## src/rtl/key_note_select.sv

```systemverilog
// Debounces eight piano keys, picks the lowest pressed one and emits its divider half-period.
// Optional `SIMPLEPIANO_OCTAVE_EN adds octave_up (halves the half-period when sampled high on note start).
module key_note_select #(
    parameter int DEBOUNCE_CYCLES = 16,
    parameter int CNT_WIDTH       = 10
) (
    input  logic                 clk,
    input  logic                 rst_n,
    input  logic                 ena,
    input  logic [7:0]           keys_in,
`ifdef SIMPLEPIANO_OCTAVE_EN
    input  logic                 octave_up,
`endif
    output logic [CNT_WIDTH-1:0] half_period,
    output logic                 note_on,
    output logic                 note_change,
    output logic [2:0]           key_idx
);
    localparam int DB_W = (DEBOUNCE_CYCLES > 1) ? $clog2(DEBOUNCE_CYCLES) : 1;
    localparam logic [DB_W-1:0] CNT_LAST = DB_W'(DEBOUNCE_CYCLES - 1);
`ifdef SIMPLEPIANO_OCTAVE_EN
    localparam int SYNC_W = 9;
`else
    localparam int SYNC_W = 8;
`endif

    generate
        if (CNT_WIDTH < 9) begin : g_bad_cnt_width
            $error("key_note_select: CNT_WIDTH must be >= 9 to hold the note table");
        end
        if (DEBOUNCE_CYCLES < 2) begin : g_bad_debounce
            $error("key_note_select: DEBOUNCE_CYCLES must be >= 2");
        end
    endgenerate

    typedef enum logic [1:0] {IDLE, DEBOUNCE, HOLD, RELEASE} state_t;

    logic [SYNC_W-1:0] sync_in;
    logic [SYNC_W-1:0] sync_bits;
    logic [7:0]        keys_s;
    logic              any;
    logic [2:0]        enc;
    logic [CNT_WIDTH-1:0] hp_sel;

    state_t               state_reg;
    logic [DB_W-1:0]      cnt_reg;
    logic [2:0]           cand_reg;
    logic [2:0]           key_idx_reg;
    logic [CNT_WIDTH-1:0] half_period_reg;
    logic                 note_on_reg;
    logic                 note_change_reg;

`ifdef SIMPLEPIANO_OCTAVE_EN
    logic octave_s;
    assign sync_in  = {octave_up, keys_in};
    assign octave_s = sync_bits[8];
`else
    assign sync_in  = keys_in;
`endif
    assign keys_s = sync_bits[7:0];

    // Two-flop synchroniser per input bit; cleared together with the FSM.
    genvar gi;
    generate
        for (gi = 0; gi < SYNC_W; gi++) begin : g_sync
            logic meta_reg;
            logic sync_reg;
            always_ff @(posedge clk) begin
                if (!rst_n || !ena) begin
                    meta_reg <= 1'b0;
                    sync_reg <= 1'b0;
                end else begin
                    meta_reg <= sync_in[gi];
                    sync_reg <= meta_reg;
                end
            end
            assign sync_bits[gi] = sync_reg;
        end
    endgenerate

    function automatic logic [8:0] note_hp(input logic [2:0] idx);
        case (idx)
            3'd0:    note_hp = 9'd478;
            3'd1:    note_hp = 9'd426;
            3'd2:    note_hp = 9'd379;
            3'd3:    note_hp = 9'd358;
            3'd4:    note_hp = 9'd319;
            3'd5:    note_hp = 9'd284;
            3'd6:    note_hp = 9'd253;
            default: note_hp = 9'd239;
        endcase
    endfunction

    // Lowest pressed key has priority.
    always_comb begin
        enc = 3'd0;
        for (int i = 7; i >= 0; i--) begin
            if (keys_s[i]) enc = 3'(i);
        end
        any = |keys_s;
    end

    always_comb begin
        hp_sel = CNT_WIDTH'(note_hp(cand_reg));
`ifdef SIMPLEPIANO_OCTAVE_EN
        if (octave_s) hp_sel = hp_sel >> 1;
`endif
    end

    always_ff @(posedge clk) begin
        if (!rst_n || !ena) begin
            state_reg       <= IDLE;
            cnt_reg         <= '0;
            cand_reg        <= 3'd0;
            key_idx_reg     <= 3'd0;
            half_period_reg <= '0;
            note_on_reg     <= 1'b0;
            note_change_reg <= 1'b0;
        end else begin
            note_change_reg <= 1'b0;
            case (state_reg)
                IDLE: begin
                    if (any) begin
                        cand_reg  <= enc;
                        cnt_reg   <= '0;
                        state_reg <= DEBOUNCE;
                    end
                end
                DEBOUNCE: begin
                    if (!any || enc != cand_reg) begin
                        state_reg <= IDLE;
                    end else if (cnt_reg == CNT_LAST) begin
                        state_reg       <= HOLD;
                        key_idx_reg     <= cand_reg;
                        half_period_reg <= hp_sel;
                        note_on_reg     <= 1'b1;
                        note_change_reg <= 1'b1;
                    end else begin
                        cnt_reg <= cnt_reg + 1'b1;
                    end
                end
                HOLD: begin
                    note_on_reg <= 1'b1;
                    if (!any || enc != key_idx_reg) begin
                        cnt_reg   <= '0;
                        state_reg <= RELEASE;
                    end
                end
                RELEASE: begin
                    // A key that comes back before the count expires is treated as a glitch.
                    if (any && enc == key_idx_reg) begin
                        state_reg <= HOLD;
                    end else if (cnt_reg == CNT_LAST) begin
                        state_reg   <= IDLE;
                        note_on_reg <= 1'b0;
                    end else begin
                        cnt_reg <= cnt_reg + 1'b1;
                    end
                end
                default: state_reg <= IDLE;
            endcase
        end
    end

    assign half_period = half_period_reg;
    assign note_on     = note_on_reg;
    assign note_change = note_change_reg;
    assign key_idx     = key_idx_reg;
endmodule
```

## config.mk

```make
export PLATFORM = sky130hd
export DESIGN_NAME = key_note_select
export DESIGN_NICKNAME = d
export VERILOG_FILES = /design/src/rtl/key_note_select.sv
export SDC_FILE = /design/constraint.sdc
export NUM_CORES = 1
export LEC_CHECK = 0
export BUFFER_PORTS_ARGS = -buffer_cell sky130_fd_sc_hd__buf_2
export CORE_MARGIN = 10
export CORE_UTILIZATION = 44
export CTS_CLUSTER_SIZE = 30
export DETAILED_ROUTE_END_ITERATION = 7
export PLACE_DENSITY_LB_ADDON = 0.15
export SYNTH_ARGS = -nofsm -noshare
export SYNTH_HDL_FRONTEND = slang
export SYNTH_SLANG_ARGS = --single-unit
export TNS_END_PERCENT = 50
```

## constraint.sdc

```tcl
create_clock -name clk -period 1.8 [get_ports clk]
set_input_delay 0.27 -clock clk [delete_from_list [all_inputs] [get_ports clk]]
set_output_delay 0.27 -clock clk [all_outputs]
set_load 0.005 [all_outputs]
```

==> reports/summary.json, run 1 <==
{
  "sta": {
    "final.setup_skew_ns": 0.008298,
    "slew_viol_final": 0,
    "layout_worst_path_cycle_share_pct": 105.5,
    "timing.hold.ws_ns": 0.2120,
    "final-hold-violation-count": 0,
    "setup_repair_after_global_routing_missed_its_margin": "true",
    "setup_viol": 19,
    "layout_min_cycle_time_ns": 1.899,
    "postLayoutSetupSlackWorst_ns": -0.09855,
    "fin_tns_setup_ns": -1.103,
    "timing.fmax_ghz": 0.5267
  },
  "yosys": {
    "synth_area_um2": 1704,
    "postSynthAreaPerCell_um2": 9.017,
    "synth-compound-area-share_pct": 17.25,
    "ys_seq_elements": 39,
    "synth.mux.area_fraction_pct": 4.699,
    "synth-simple-area-share_pct": 25.84,
    "synthCells": 189,
    "yosysSeqAreaShare_pct": 45.81,
    "synth_fp_nets": 201,
    "ys_warn_count": 0,
    "synth_top_family_by_area": "simple AND/OR/NAND/NOR gates",
    "synth_enable_flop_cells": 0,
    "synth_ff_type": "dfxtp_1",
    "yosys.area_share.xor_xnor_pct": 1.028,
    "synthArstFlopShare_pct": 0,
    "area_share_of_fa_ha_maj_cells_after_synthesis_pct": 0.7342,
    "netlist-cell-type-count": 51
  },
  "place": {
    "postPlaceCellArea_um2": 2013,
    "dp.cells": 271,
    "place_hpwl_um": 2985,
    "routabilityCongestion": 0.8508,
    "portBuffers": 24
  },
  "cells_and_area": {
    "fin_area_um2": 2295,
    "layout-drive-gt1-share_pct": 38.66,
    "largest_register_ffs": 9,
    "diodes": 0,
    "finish.net_count": 249,
    "layout.cells.non_filler": 286,
    "area_growth_pct": 34.65
  },
  "grt": {
    "grt_first_pass_wirelength_um": 7203,
    "antenna_found_initial": 0,
    "grt_start_max_net_pins": 19,
    "vias_in_the_first_global_route": 1587,
    "globalRoute.totalOverflow": 0,
    "grt_use_total_pct": 13.60
  },
  "pwr": {
    "p_leak_nw": 1.039,
    "p_per_area_nw_per_um2": 767.4,
    "overall_power_after_layout_mw": 1.761,
    "vdd.ir_drop.worst_mv": 0.5001
  },
  "cts": {
    "maximum_level_of_the_cts_h_tree": 2,
    "cts.clk_slew.worst_paths_ns": 0.08,
    "cts-root-to-sink-buffers": 2,
    "cts_hold_repair.buffers": 0,
    "cts-buffers-inserted": 5,
    "cts_tree": "built",
    "tritoncts_num_sinks": 39,
    "clock-root-buffer": "clkbuf_8",
    "worst_skew_late_latency_ns": 0.29
  },
  "floorplanning": {
    "start_util_pct": 45.86,
    "die_width_um": 82.24,
    "die_area_um2": 6763,
    "dieHeight_um": 82.24,
    "floorplan.rows": 22,
    "floorplan.core_area_um2": 3716,
    "io_pins": 26
  },
  "run": {
    "count_of_maximum_capacitance_violations": 0
  },
  "detailed_routing": {
    "wl_per_cell_um": 14.89,
    "avgViaCountPerCell": 5.364,
    "detail_route.first_pass.iterations": 4,
    "drt.antenna.violating_nets": 0,
    "routed_wirelength_um": 4259,
    "drc": 0,
    "routed-via-count": 1534,
    "detail_route.iter0.violations": 34
  },
  "min_path": {
    "hold_path_startpoint": "keys_in[6]",
    "hp-class": "input pin to flop"
  },
  "worst_setup_path": {
    "critPathLaunchType": "flop",
    "end_kind": "flop",
    "worstReg2RegStart": "g_sync[0].sync_reg",
    "worst_ep_arrival_time_ns": 2.10,
    "worst-setup-path-type": "flop to flop",
    "critical_path.startpoint": "g_sync[0].sync_reg",
    "worstPathMaxFanout": 9,
    "critPathRequiredTime_ns": 2.00
  },
  "status": {
    "outcome": "complete, but fails checks",
    "violations_in_the_final_reports": "negative setup slack"
  }
}
cell type report:
| class | count | area, um2 |
|---|---|---|
| Timing Repair Buffer | 53 | 365.4 |
| Clock inverter | 2 | 35.03 |
| Clock buffer | 6 | 82.58 |
| Inverter | 4 | 15.01 |
| Sequential cell | 39 | 793.3 |
| Multi-Input combinational cell | 134 | 943.4 |
| Fill cell | 331 | 1421 |
| Tap cell | 48 | 60.06 |
path summary, 6_finish.rpt:
check	endpoint	depth (start not counted)	slack (ns)
worst max-delay path	half_period[6]	10	-0.1
worst min-delay path	g_sync[6].meta_reg	2	0.21
worst max register to register	half_period[6]	10	-0.1
worst min register to register	half_period[1]	2	0.46
metrics by stage:
stage	setup slack, ns	util, %
2_1_floorplan	-0.008936	-
3_3_place_gp	-0.1198	54.18
3_5_place_dp	-0.1765	54.18
4_1_cts	-0.07230	60.61
5_1_grt	-0.2221	61.75
6_report	-0.09855	61.75
kinds of logic (layout without fill, tap and decap cells):
| logic type | count (synthesis) | count (layout) |
|---|---|---|
| other cells | 1 | 1 |
| flops | 39 | 39 |
| fa+ha+maj | 1 | 1 |
| compound gates | 40 | 40 |
| mux | 8 | 8 |
| xor+xnor | 2 | 2 |
| simple gates | 82 | 82 |
| buf+inv | 16 | 65 |
synth_stat cells, types with 2 or more instances:
library cell,count,area [um2]
dfxtp_1,39,780.8
nor2_1,20,75.07
and3_1,17,106.4
nand2_1,12,45.04
a21oi_1,8,40.04
mux2i_1,8,80.08
clkbuf_1,6,22.52
o21ai_0,6,30.03
nand3_1,5,25.02
nor2b_1,5,31.28
nor3_1,5,25.02
a21o_1,4,30.03
inv_1,4,15.01
buf_2,3,15.01
nand4_1,3,18.77
o31ai_1,3,22.52
or4_1,3,22.52
a31oi_1,2,12.51
nand2b_1,2,12.51
or3_1,2,12.51
xor2_1,2,17.52
power by group:
| part | leakage [nW] | total, mW | internal, mW | switching, mW |
|---|---|---|---|---|
| sequential | 0.319 | 0.882 | 0.873 | 0.00961 |
| combinational | 0.659 | 0.129 | 0.0617 | 0.0669 |
| clock | 0.0612 | 0.750 | 0.448 | 0.302 |
timing repair:
item | 4_1_cts | 5_1_grt
pin swaps | 15 | 3
cloned | 1 | 0
resized for setup | 19 | 9
buffers inserted | 3 | 3
endpoints found under the setup margin | 11 | 19
endpoints found under the hold margin | 0 | 0
metal layers:
| layer | wire [um] | up-vias | track usage (%) | share of wire (%) |
|---|---|---|---|---|
| li1 | - | 774 | - | - |
| met1 | 1884 | 721 | 15.34 | 44 |
| met2 | 2090 | 31 | 23.33 | 49 |
| met3 | 208 | 8 | 4.104 | 4.9 |
| met4 | 76 | 0 | 5.612 | 1.8 |
| met5 | 0 | - | 0 | 0 |
critical path: stages, from the launching register on:
cell      delay, ns
dfxtp_4        0.36
buf_4          0.14
nor3b_2        0.19
a32oi_1        0.08
o211ai_1       0.14
buf_4          0.15
nand4_1        0.13
buf_4          0.19
buf_12         0.14
nor2b_1        0.14
nor3_1         0.16
cells in the final DEF, fill, tap and decap left out, drive strengths merged, types with 3 or more instances in the layout:
master and instances:
nor3 5, o21ai 7, nand3 5, clkbuf 8, o31ai 3, dfxtp 39, inv 4, and3 17
mux2i 8, nand4 3, a21oi 9, nand2 12, nor2b 5, a21o 4, or4 4, buf 51
nor2 20
(Power assumes the default switching activity.)
==> run 2, diff against run 1 <==
--- a/config.mk
+++ b/config.mk
@@ -11,6 +11,7 @@
 export CTS_CLUSTER_SIZE = 30
 export DETAILED_ROUTE_END_ITERATION = 7
 export PLACE_DENSITY_LB_ADDON = 0.15
+export SETUP_SLACK_MARGIN = 0.5
 export SYNTH_ARGS = -nofsm -noshare
 export SYNTH_HDL_FRONTEND = slang
 export SYNTH_SLANG_ARGS = --single-unit
==> constraint.sdc (replaced) <==
create_clock -name clk -period 1.9 [get_ports clk]
set_input_delay 0.285 -clock clk [delete_from_list [all_inputs] [get_ports clk]]
set_output_delay 0.285 -clock clk [all_outputs]
set_load 0.005 [all_outputs]
==> run 2 against run 1 <==
The run still ends with negative setup slack left. Sequential power shrank 5.2%. Non-clock buffer count decreased by 12. Design area decreased by 3.7%. Critical path depth shrank 3. Die area unchanged. Sequential cell count is the same. Cell count is 4.2% lower. First-iteration DRC count increased to 2.6 times the previous value. Setup slack improved by 0.072 ns. Sequential share of layout area rose by 1.6 points.
==> reports/summary.json, run 2 (same netlist as run 1, synthesis figures left out) <==
{
  "pwr": {
    "overall_power_after_layout_mw": 1.638,
    "vdd.ir_drop.worst_mv": 0.5084,
    "p_per_area_nw_per_um2": 741.1,
    "p_leak_nw": 0.9742
  },
  "cells_and_area": {
    "layout_commonest_cell": "dfxtp_1",
    "largest_register_ffs": 9,
    "area_growth_pct": 29.66,
    "fin_area_um2": 2210,
    "finish.net_count": 237,
    "filler_cell_count": 324,
    "layout-drive-gt1-share_pct": 37.17,
    "layout.cells.most_common_list": "31 x dfxtp_1, 24 x buf_2, 17 x nor2_1",
    "final_core_util_pct": 59.46,
    "diodes": 0
  },
  "place": {
    "portBuffers": 24,
    "place_hpwl_um": 2870,
    "routabilityCongestion": 0.8945,
    "postPlaceCellArea_um2": 1933
  },
  "grt": {
    "globalRoute.totalOverflow": 0,
    "antenna_found_initial": 0,
    "vias_in_the_first_global_route": 1443,
    "grt_start_max_net_pins": 19,
    "grt_first_pass_wirelength_um": 6630,
    "grt_use_total_pct": 12.31
  },
  "cts": {
    "cts-root-to-sink-buffers": 2,
    "tritoncts_num_sinks": 39,
    "maximum_level_of_the_cts_h_tree": 2,
    "cts_tree": "built",
    "cts-buffers-inserted": 5,
    "cts_hold_repair.buffers": 0,
    "cts.clk_slew.worst_paths_ns": 0.08,
    "clock-root-buffer": "clkbuf_8",
    "worst_skew_late_latency_ns": 0.28
  },
  "worst_setup_path": {
    "worst_ep_arrival_time_ns": 2.14,
    "regToRegSetupSlack_ns": -0.03,
    "worstPathMaxFanout": 6,
    "end_kind": "flop",
    "critPathLaunchType": "flop",
    "worst-setup-path-type": "flop to flop",
    "critPathRequiredTime_ns": 2.11
  },
  "status": {
    "outcome": "complete, but fails checks",
    "violations_in_the_final_reports": "negative setup slack"
  },
  "sta": {
    "final-hold-violation-count": 0,
    "layout_worst_path_cycle_share_pct": 101.4,
    "final.setup_skew_ns": 0.003183,
    "setup_viol": 3,
    "setup_repair_after_global_routing_missed_its_margin": "true",
    "timing.fmax_ghz": 0.5191,
    "slew_viol_final": 0,
    "postLayoutSetupSlackWorst_ns": -0.02630,
    "layout_min_cycle_time_ns": 1.926,
    "fin_tns_setup_ns": -0.04060
  },
  "detailed_routing": {
    "avgViaCountPerCell": 5.405,
    "routed-via-count": 1481,
    "wl_per_cell_um": 14.72,
    "detail_route.first_pass.iterations": 4,
    "drc": 0,
    "routed_wirelength_um": 4032,
    "detail_route.iter0.violations": 89,
    "drt.antenna.violating_nets": 0
  },
  "floorplanning": {
    "io_pins": 26,
    "floorplan.rows": 22,
    "start_util_pct": 45.86,
    "dieHeight_um": 82.24,
    "die_width_um": 82.24,
    "die_area_um2": 6763,
    "floorplan.core_area_um2": 3716
  },
  "min_path": {
    "hp-class": "input pin to flop"
  },
  "run": {
    "count_of_maximum_capacitance_violations": 0
  }
}
run 2: cell count changes in the layout (fill, tap and decap cells not counted), moves of 2 or more:
cell     delta
buf_4      -13
buf_6       +4
dfxtp_1     -2
nor2_1      +2
nor2_2      -3
run 2: final timing paths:
| check | end | startpoint | cells past startpoint |
|---|---|---|---|
| worst max-delay path | cnt_reg[3] | g_sync[5].sync_reg | 7 |
| worst min-delay path | g_sync[1].meta_reg | keys_in[1] | 2 |
| worst max register to register | cnt_reg[3] | g_sync[5].sync_reg | 7 |
| worst min register to register | g_sync[2].sync_reg | g_sync[2].meta_reg | 1 |
run 2: layout make-up:
type | instances | area, um2 | area share (%)
Inverter | 4 | 15.01 | 0.6795
Sequential cell | 39 | 798.3 | 36.13
Clock buffer | 5 | 68.82 | 3.114
Timing Repair Buffer | 41 | 262.8 | 11.89
Tap cell | 48 | 60.06 | 2.718
Multi-Input combinational cell | 134 | 960.9 | 43.49
Clock inverter | 3 | 43.79 | 1.982
run 2: critical path, stage by stage, from the launching register on:
cell	delay, ns
dfxtp_2	0.35
or2_4	0.27
a32oi_2	0.19
o211ai_1	0.17
a311oi_2	0.47
buf_4	0.20
o31ai_1	0.07
a31oi_1	0.14
run 2: what timing repair did:
item,CTS,global route
pin swaps,4,27
setup endpoints to repair,22,22
gates cloned,0,1
buffers inserted,1,1
resized for setup,7,33
endpoints found under the hold margin,0,0
run 2: per-layer routing:
layer	up-vias	share of wire, %	GRT usage, %
li1	755	-	-
met1	695	44	14.56
met2	27	50	19.52
met3	4	4.9	4.104
met4	0	0.94	6.122
met5	-	0	0
run 2: stage by stage:
| step | hold WS [ns] | cells | setup slack [ns] |
|---|---|---|---|
| after floorplan | 0.4308 | 189 | 0.1028 |
| after global placement | 0.4374 | 263 | -0.003018 |
| after detailed placement | 0.4490 | 263 | -0.07260 |
| after CTS | 0.2240 | 272 | 0.007179 |
| after global routing | 0.2239 | 274 | -0.1276 |
| final | 0.2310 | 274 | -0.02630 |
run 2: power breakdown:
group | switching, mW | internal [mW]
Clock | 0.292 | 0.391
Sequential | 0.0104 | 0.825
Combinational | 0.0609 | 0.0582
